==> src/rtl/bsg_mux_segmented_arb_pkg.sv <==
// Shared types and helpers for the segmented two-producer arbiter.
// The lane-select enum matches the mux select encoding: 0 = producer 0, 1 = producer 1.
package bsg_mux_segmented_arb_pkg;

  typedef enum logic {e_sel_ch0 = 1'b0, e_sel_ch1 = 1'b1} seg_sel_e;

  function automatic int seg_w(input int width_p, input int segments_p);
    return width_p / segments_p;
  endfunction

endpackage

==> src/rtl/bsg_mux_segmented.sv <==
// Segmented 2:1 mux: each lane independently picks its slice from data0_i or data1_i.
module bsg_mux_segmented #(
  parameter int segments_p      = 4,
  parameter int segment_width_p = 4
) (
  input  logic [segments_p*segment_width_p-1:0] data0_i,
  input  logic [segments_p*segment_width_p-1:0] data1_i,
  input  logic [segments_p-1:0]                 sel_i,
  output logic [segments_p*segment_width_p-1:0] data_o
);

  for (genvar gi = 0; gi < segments_p; gi++) begin : g_lane
    assign data_o[gi*segment_width_p +: segment_width_p] = sel_i[gi]
      ? data1_i[gi*segment_width_p +: segment_width_p]
      : data0_i[gi*segment_width_p +: segment_width_p];
  end

endmodule

==> src/rtl/bsg_seg_rr_arb2.sv <==
// One lane's 2-way round-robin grant; prio_q names the producer that wins the next conflict.
module bsg_seg_rr_arb2
  import bsg_mux_segmented_arb_pkg::*;
(
  input  logic      clk_i,
  input  logic      reset_n_i,
  input  logic      v0_i,
  input  logic      v1_i,
  input  logic      en_i,
  output seg_sel_e  grant_o,
  output logic      gnt_v_o
);

  logic prio_q, prio_d;
  logic conflict;

  always_comb begin
    conflict = v0_i & v1_i;
    gnt_v_o  = v0_i | v1_i;
    grant_o  = e_sel_ch0;
    if (conflict) grant_o = seg_sel_e'(prio_q);
    else if (v1_i) grant_o = e_sel_ch1;
    // Only a consumed conflict moves priority, and it always lands on the loser.
    prio_d = prio_q;
    if (conflict && en_i) prio_d = ~prio_q;
  end

  always_ff @(posedge clk_i or negedge reset_n_i) begin
    if (!reset_n_i) prio_q <= 1'b0;
    else            prio_q <= prio_d;
  end

endmodule

==> src/rtl/bsg_mux_segmented_arb.sv <==
// Per-lane arbitration of two partial-word producers into a one-entry output register
// with a whole-word valid/ready handshake toward the consumer.
module bsg_mux_segmented_arb
  import bsg_mux_segmented_arb_pkg::*;
#(
  parameter int width_p    = 16,
  parameter int segments_p = 4
) (
  input  logic                  clk_i,
  input  logic                  reset_n_i,
  input  logic [segments_p-1:0] v0_i,
  input  logic [width_p-1:0]    data0_i,
  output logic [segments_p-1:0] yumi0_o,
  input  logic [segments_p-1:0] v1_i,
  input  logic [width_p-1:0]    data1_i,
  output logic [segments_p-1:0] yumi1_o,
  output logic [segments_p-1:0] v_o,
  output logic [width_p-1:0]    data_o,
  output logic [segments_p-1:0] sel_o,
  input  logic                  ready_i
);

  localparam int seg_w_lp = seg_w(width_p, segments_p);

  if ((width_p % segments_p) != 0) begin : g_bad_width
    $error("width_p must be a multiple of segments_p");
  end

  logic [segments_p-1:0] v_q, v_d;
  logic [width_p-1:0]    data_q, data_d;
  logic [segments_p-1:0] sel_q, sel_d;

  logic                  occupied, deq, load_en;
  seg_sel_e              grant [segments_p];
  logic [segments_p-1:0] gnt_v;
  logic [segments_p-1:0] sel_vec;
  logic [width_p-1:0]    muxed;

  assign occupied = |v_q;
  assign deq      = occupied & ready_i;
  // Gating with reset keeps yumi quiet while the register is held in reset.
  assign load_en  = reset_n_i & (~occupied | deq);

  for (genvar gi = 0; gi < segments_p; gi++) begin : g_lane
    bsg_seg_rr_arb2 u_arb (
      .clk_i     (clk_i),
      .reset_n_i (reset_n_i),
      .v0_i      (v0_i[gi]),
      .v1_i      (v1_i[gi]),
      .en_i      (load_en),
      .grant_o   (grant[gi]),
      .gnt_v_o   (gnt_v[gi])
    );
    assign sel_vec[gi] = (grant[gi] == e_sel_ch1);
    assign yumi0_o[gi] = load_en & gnt_v[gi] & ~sel_vec[gi];
    assign yumi1_o[gi] = load_en & gnt_v[gi] &  sel_vec[gi];
  end

  bsg_mux_segmented #(
    .segments_p      (segments_p),
    .segment_width_p (seg_w_lp)
  ) u_mux (
    .data0_i (data0_i),
    .data1_i (data1_i),
    .sel_i   (sel_vec),
    .data_o  (muxed)
  );

  always_comb begin
    v_d    = v_q;
    data_d = data_q;
    sel_d  = sel_q;
    if (load_en) begin
      v_d   = gnt_v;
      sel_d = sel_vec;
      for (int s = 0; s < segments_p; s++) begin
        if (gnt_v[s]) data_d[s*seg_w_lp +: seg_w_lp] = muxed[s*seg_w_lp +: seg_w_lp];
      end
    end
  end

  always_ff @(posedge clk_i or negedge reset_n_i) begin
    if (!reset_n_i) begin
      v_q    <= '0;
      data_q <= '0;
      sel_q  <= '0;
    end else begin
      v_q    <= v_d;
      data_q <= data_d;
      sel_q  <= sel_d;
    end
  end

  assign v_o    = v_q;
  assign data_o = data_q;
  assign sel_o  = sel_q;

endmodule
==> config.mk <==
export PLATFORM = sky130hd
export DESIGN_NAME = bsg_mux_segmented_arb
export DESIGN_NICKNAME = d
export VERILOG_FILES = /design/src/rtl/bsg_mux_segmented_arb_pkg.sv /design/src/rtl/bsg_mux_segmented.sv /design/src/rtl/bsg_seg_rr_arb2.sv /design/src/rtl/bsg_mux_segmented_arb.sv
export SDC_FILE = /design/constraint.sdc
export NUM_CORES = 1
export LEC_CHECK = 0
export ABC_AREA = 1
export BUFFER_PORTS_ARGS = -buffer_cell sky130_fd_sc_hd__buf_2
export CORE_MARGIN = 1.5
export CORE_UTILIZATION = 45
export DETAILED_ROUTE_END_ITERATION = 10
export PLACE_DENSITY = 0.78
export SLEW_MARGIN = 0
export SYNTH_ARGS = -nofsm -noshare
export SYNTH_HDL_FRONTEND = slang
export SYNTH_SLANG_ARGS = --single-unit
==> constraint.sdc <==
create_clock -name clk_i -period 2.4 [get_ports clk_i]
set_clock_uncertainty 0.1 [all_clocks]
set_input_delay 0.48 -clock clk_i [delete_from_list [all_inputs] [get_ports clk_i]]
set_output_delay 0.48 -clock clk_i [all_outputs]
set_load 0.02 [all_outputs]
== Yosys cells after proc, flatten, opt, wreduce, memory -nomap -nowiden ==
Cells that the tools add are included.

* Output and inout port bits: 32
* Logic and storage cells: 63
* Input port bits: 43
* Register bits after elaboration: 28

* Reductions and logical operators: 9
* Multiplexer cells: 12
* Bitwise logic cells: 32

{| class="wikitable"
|+ Operators with widths
! kind !! number
|-
| AND 1 bit || 18
|-
| 2-to-1 mux 4 bit || 4
|-
| inverter 1 bit || 9
|-
| 2-to-1 mux 1 bit || 8
|-
| AND reduction 2 bit || 4
|-
| OR 1 bit || 5
|-
| logical AND 1 bit || 4
|-
| OR reduction 4 bit || 1
|}

== Depth between registers and ports, before layout ==
* Depth in word-level cells: 6
* Depth in mapped cells: 7
* Gate-level depth less buffers: 7

== By module ==
Synthesis repeated with hierarchy kept, for this count alone.

* Cells, all modules: 200
* Area, all modules: 1,535.2 um2

{| class="wikitable"
|+ By module, submodules not included
! module !! sequential area each (um2) !! instances !! cells each !! area each (um2)
|-
| bsg_mux_segmented_arb || 600.6 || 1 || 116 || 1,094.8
|-
| bsg_seg_rr_arb2 || 25.0 || 4 || 8 || 61.3
|-
| bsg_mux_segmented || 0.0 || 1 || 52 || 195.2
|}

== Worst setup path before layout ==
Ideal clock, no wire load.

* Kind: reg2out
* From: reg v_q[3], in the netlist v_o[3]
* To: out yumi0_o[2]
* Setup slack: 0.429 ns
* Stages on the path, launching flop included: 7
* Buffers on the path: 1
* Arrival time: 1.391 ns
* Cells stage by stage: dfrtp_1 nor2_1 nand2_2 nand2_4 buf_6 nand3_2 a21oi_1

* Cells in the longest elaborated chain, start to end: 6
* Elaborated cells on any way between the ends: 7
* Those cells by class: 6 x bitwise; 1 x reduce/logical

{| class="wikitable"
|+ RTL lines
! item !! RTL line !! text
|-
| start, declared || bsg_mux_segmented_arb.sv:29 || <nowiki>logic [segments_p-1:0] v_q, v_d;</nowiki>
|-
| start signal, assigned || bsg_mux_segmented_arb.sv:88 || <nowiki>v_q <= v_d;</nowiki>
|-
| OR reduction 4 bit * || bsg_mux_segmented_arb.sv:39 || <nowiki>assign occupied = |v_q;</nowiki>
|-
| AND 1 bit or inverter 1 bit (tied branches) || bsg_mux_segmented_arb.sv:40, bsg_mux_segmented_arb.sv:42 ||
|-
| OR 1 bit * || bsg_mux_segmented_arb.sv:42 || <nowiki>assign load_en = reset_n_i & (~occupied | deq);</nowiki>
|-
| AND 1 bit * || bsg_mux_segmented_arb.sv:42 ||
|-
| AND 1 bit * (2 in series) || bsg_mux_segmented_arb.sv:55 || <nowiki>assign yumi0_o[gi] = load_en & gnt_v[gi] & ~sel_vec[gi];</nowiki>
|-
| end, declared || bsg_mux_segmented_arb.sv:13 || <nowiki>output logic [segments_p-1:0] yumi0_o,</nowiki>
|}

Mark *: on every way between the ends. The rest lies on a longest branch, timed or not.

== Final worst setup path ==
Same ends and word-level chain as after synthesis.

==> results.md <==
- Clock Latency Late Sink: 0.33 ns
- Critical path type: flip-flop to primary output
- Relative slew slack: 70.64%
- Layout cells sized above 1: 32.63%
- DR pass1 iterations: 4
- IO Count: 75
- Max clock buf depth: 2
- Pins Over Slew Limit: 0
- Lkg Pwr: 1.217 nW
- Chip Height: 61.41 um
- Worst Setup SP: v_o[3]$_DFFE_PN0N_
- Post-synthesis sequential area ratio: 45.64%
- DR WL/cell: 10.52 um
- Routed vias: 1593
- Row cnt: 21
- Initial Utilization: 46.37%
- GP Congestion: 0.8197
- Die ar.: 0.003771 mm^2
- Number of global-route vias before repair: 1362
- Synthesized area: 0.001535 mm^2
- Crit. End Element: primary output
- Arr. time, crit path: 1.64 ns
- Core area: 0.003311 mm^2
- Syn. warnings: 0
- Power Dens Cells: 691.6 mW/mm^2
- Avg Vias per Cell: 4.813
- CP max FO: 13
- Die W: 61.41 um
- RR Startpoint: v_o[3]$_DFFE_PN0N_
- Synthesis-to-layout area growth: 31.95%
- First-pass GRT wire length: 5623 um
- Number of antenna violations at the first check in global routing: 0
- Total Wirelength: 3481 um
- Final HPWL DP: 2743 um
- Clock slew at reported path FFs: 0.15 ns
- R2R setup slack: 0.93 ns
- Largest stage delay on the critical path: 0.42 ns
- Setup TNS: 0 ns
- RSZ-0062 raised after global routing: no
- Fin. Hold Viols: 0
- Achievable frequency: 449.5 MHz
- Buf+Inv Stages, Crit Path: 1
- Diodes inserted: 0
- Number of buffers created by CTS: 3
- Overall power: 1.401 mW
- Final min period: 2.225 ns
- Grt ovf: 0
- Max stage delay cell, worst path: dfrtp_1
- Fillcell total: 337
- Total clock sinks: 28
- Antenna Nets Post-Route: 0
- Peak VDD IR: 0.3575 mV
- # DRC: 0
- Netlist cell types: 19
- Startpoint types: flip-flop
- Port buffer count: 74
- Number of setup buffers added after CTS: 0
- Total Routing Usage GR: 19.43%
- Worst Hold Class: input port to asynchronous set/reset pin
- Max cap viols: 0
- Gate Count Post-Synth: 208
- Status: completed
- Clk root buf: clkbuf_4
- Final setup viols: 0
- Pin count of the biggest net entering global routing: 17
- Critical Path RT: 1.82 ns
- Worst-path cell chain: nor2_1 > nand2_2 > nand2_8 > nand3_2 > a21oi_1 > buf_2
- Crit-path leading delay family: simple AND/OR/NAND/NOR gates
- Slew @ Worst Pin: 0.4394 ns
- Syn Area/Cell: 7.381 um^2
- Number of synthesized register bits: 28
- Mapped Nets: 251
- Nets: 329
- Final worst-path cycle share: 92.69%
- TritonCTS clock tree: done
- Number of H-tree levels: 1
- First DRT Iteration DRCs: 80
Yosys cell counts:
library cell  count  share of area, %
inv_2             1              0.24
nand3_4           1               1.1
buf_2             1              0.33
inv_1             9               2.2
or2_4             1              0.57
nand4_1           4               1.6
buf_6             3               2.2
o21ai_0           4               1.3
or2_1             3               1.2
nand2_4           2               1.5
clkbuf_2          4               1.3
nor2_1            6               1.5
nand3_2           1              0.65
nand2_2           1              0.41
dfrtp_1          28                46
a21oi_1           4               1.3
a21oi_4           1               1.1
nand3_1          38                12
nand2_1          96                23
layout make-up:
cell class | instances | area [um^2] | area share (%)
multi-input cells | 162 | 752.0 | 37.12
flip-flops and latches | 28 | 700.7 | 34.59
repair buffers | 81 | 425.4 | 21.00
well taps | 46 | 57.56 | 2.841
inverters | 10 | 37.54 | 1.853
clock inverters | 1 | 30.03 | 1.482
clock buffers | 3 | 22.52 | 1.112
per-layer routing:
| metal | share of wire [%] | track usage [%] | up-vias |
|---|---|---|---|
| met5 | 0 | 0 | - |
| met4 | 1.1 | 5.471 | 0 |
| met3 | 4.2 | 2.101 | 4 |
| met2 | 49 | 34.04 | 44 |
| met1 | 46 | 25.50 | 712 |
| li1 | - | - | 833 |
sequential cells by signal, indices dropped and copies added, names as in the netlist:
| name | count |
|---|---|
| data_o | 16 |
| sel_o | 4 |
| g_lane.u_arb.prio_q | 4 |
| v_o | 4 |
timing repair:
| action | CTS | global route |
|---|---|---|
| endpoints found under the hold margin | 1 | 0 |
| resized for setup | 0 | 2 |
| hold buffers | 1 | 0 |
| endpoints found under the setup margin | 0 | 1 |
where the power goes:
group          switching, mW  total, mW  leakage [nW]  internal [mW]
clock network          0.140      0.309        0.0279          0.169
logic                  0.311      0.479         0.844          0.168
registers             0.0501      0.613         0.345          0.563
total                  0.500       1.40          1.22          0.900
cells by family after synthesis:
kind of cell	Yosys count	share of synthesized area [%]
simple gates	153	44.42
flops	28	45.64
buf+inv	18	6.275
compound gates	9	3.668
metrics by stage:
| stage | worst slack [ns] | instance area [um^2] | util, % | hold WS [ns] | std cells |
|---|---|---|---|---|---|
| floorplan | 0.4293 | 1535 | - | 0.08441 | 208 |
| global placement | 0.4273 | 1949 | 58.88 | 0.2714 | 326 |
| finish | 0.1755 | 2026 | 61.19 | 0.1783 | 331 |
| CTS | 0.05246 | 2012 | 60.77 | 0.1576 | 331 |
| global route | 0.04185 | 2026 | 61.19 | 0.1843 | 331 |
| detailed placement | 0.4057 | 1949 | 58.88 | 0.2737 | 326 |
placed cells by master (no fill, tap or decap):
cell type and n:
a21oi_1 4, a21oi_4 1, buf_2 74, buf_4 6, bufinv_16 1, clkbuf_4 3
dfrtp_1 28, dlygate4sd3_1 1, inv_1 9, inv_2 1, nand2_1 96, nand2_2 1
nand2_4 1, nand2_8 1, nand3_1 37, nand3_2 2, nand3_4 1, nand4_1 4
nor2_1 6, o21ai_0 4, or2_1 3, or2_4 1
worst register-to-register path, stage by stage (launching register included):
cell     delay, ns
dfrtp_1       0.42
nor2_1        0.14
nand2_2       0.13
a21oi_4       0.41
nand3_1       0.14
nand2_1       0.09
worst paths after layout:
check | endpoint | cells after the start
setup / recovery | yumi0_o[2] | 6
hold / removal | sel_o[1]$_DFFE_PN0N_ | 2
setup reg to reg | data_o[6]$_DFFE_PN0P_ | 5
hold reg to reg | g_lane[0].u_arb.prio_q$_DFFE_PN0P_ | 2
max in group asynchronous | data_o[1]$_DFFE_PN0P_ | 2
min in group clk_i | data_o[7]$_DFFE_PN0P_ | 5
No activity file was read; power rests on OpenSTA's default activity.
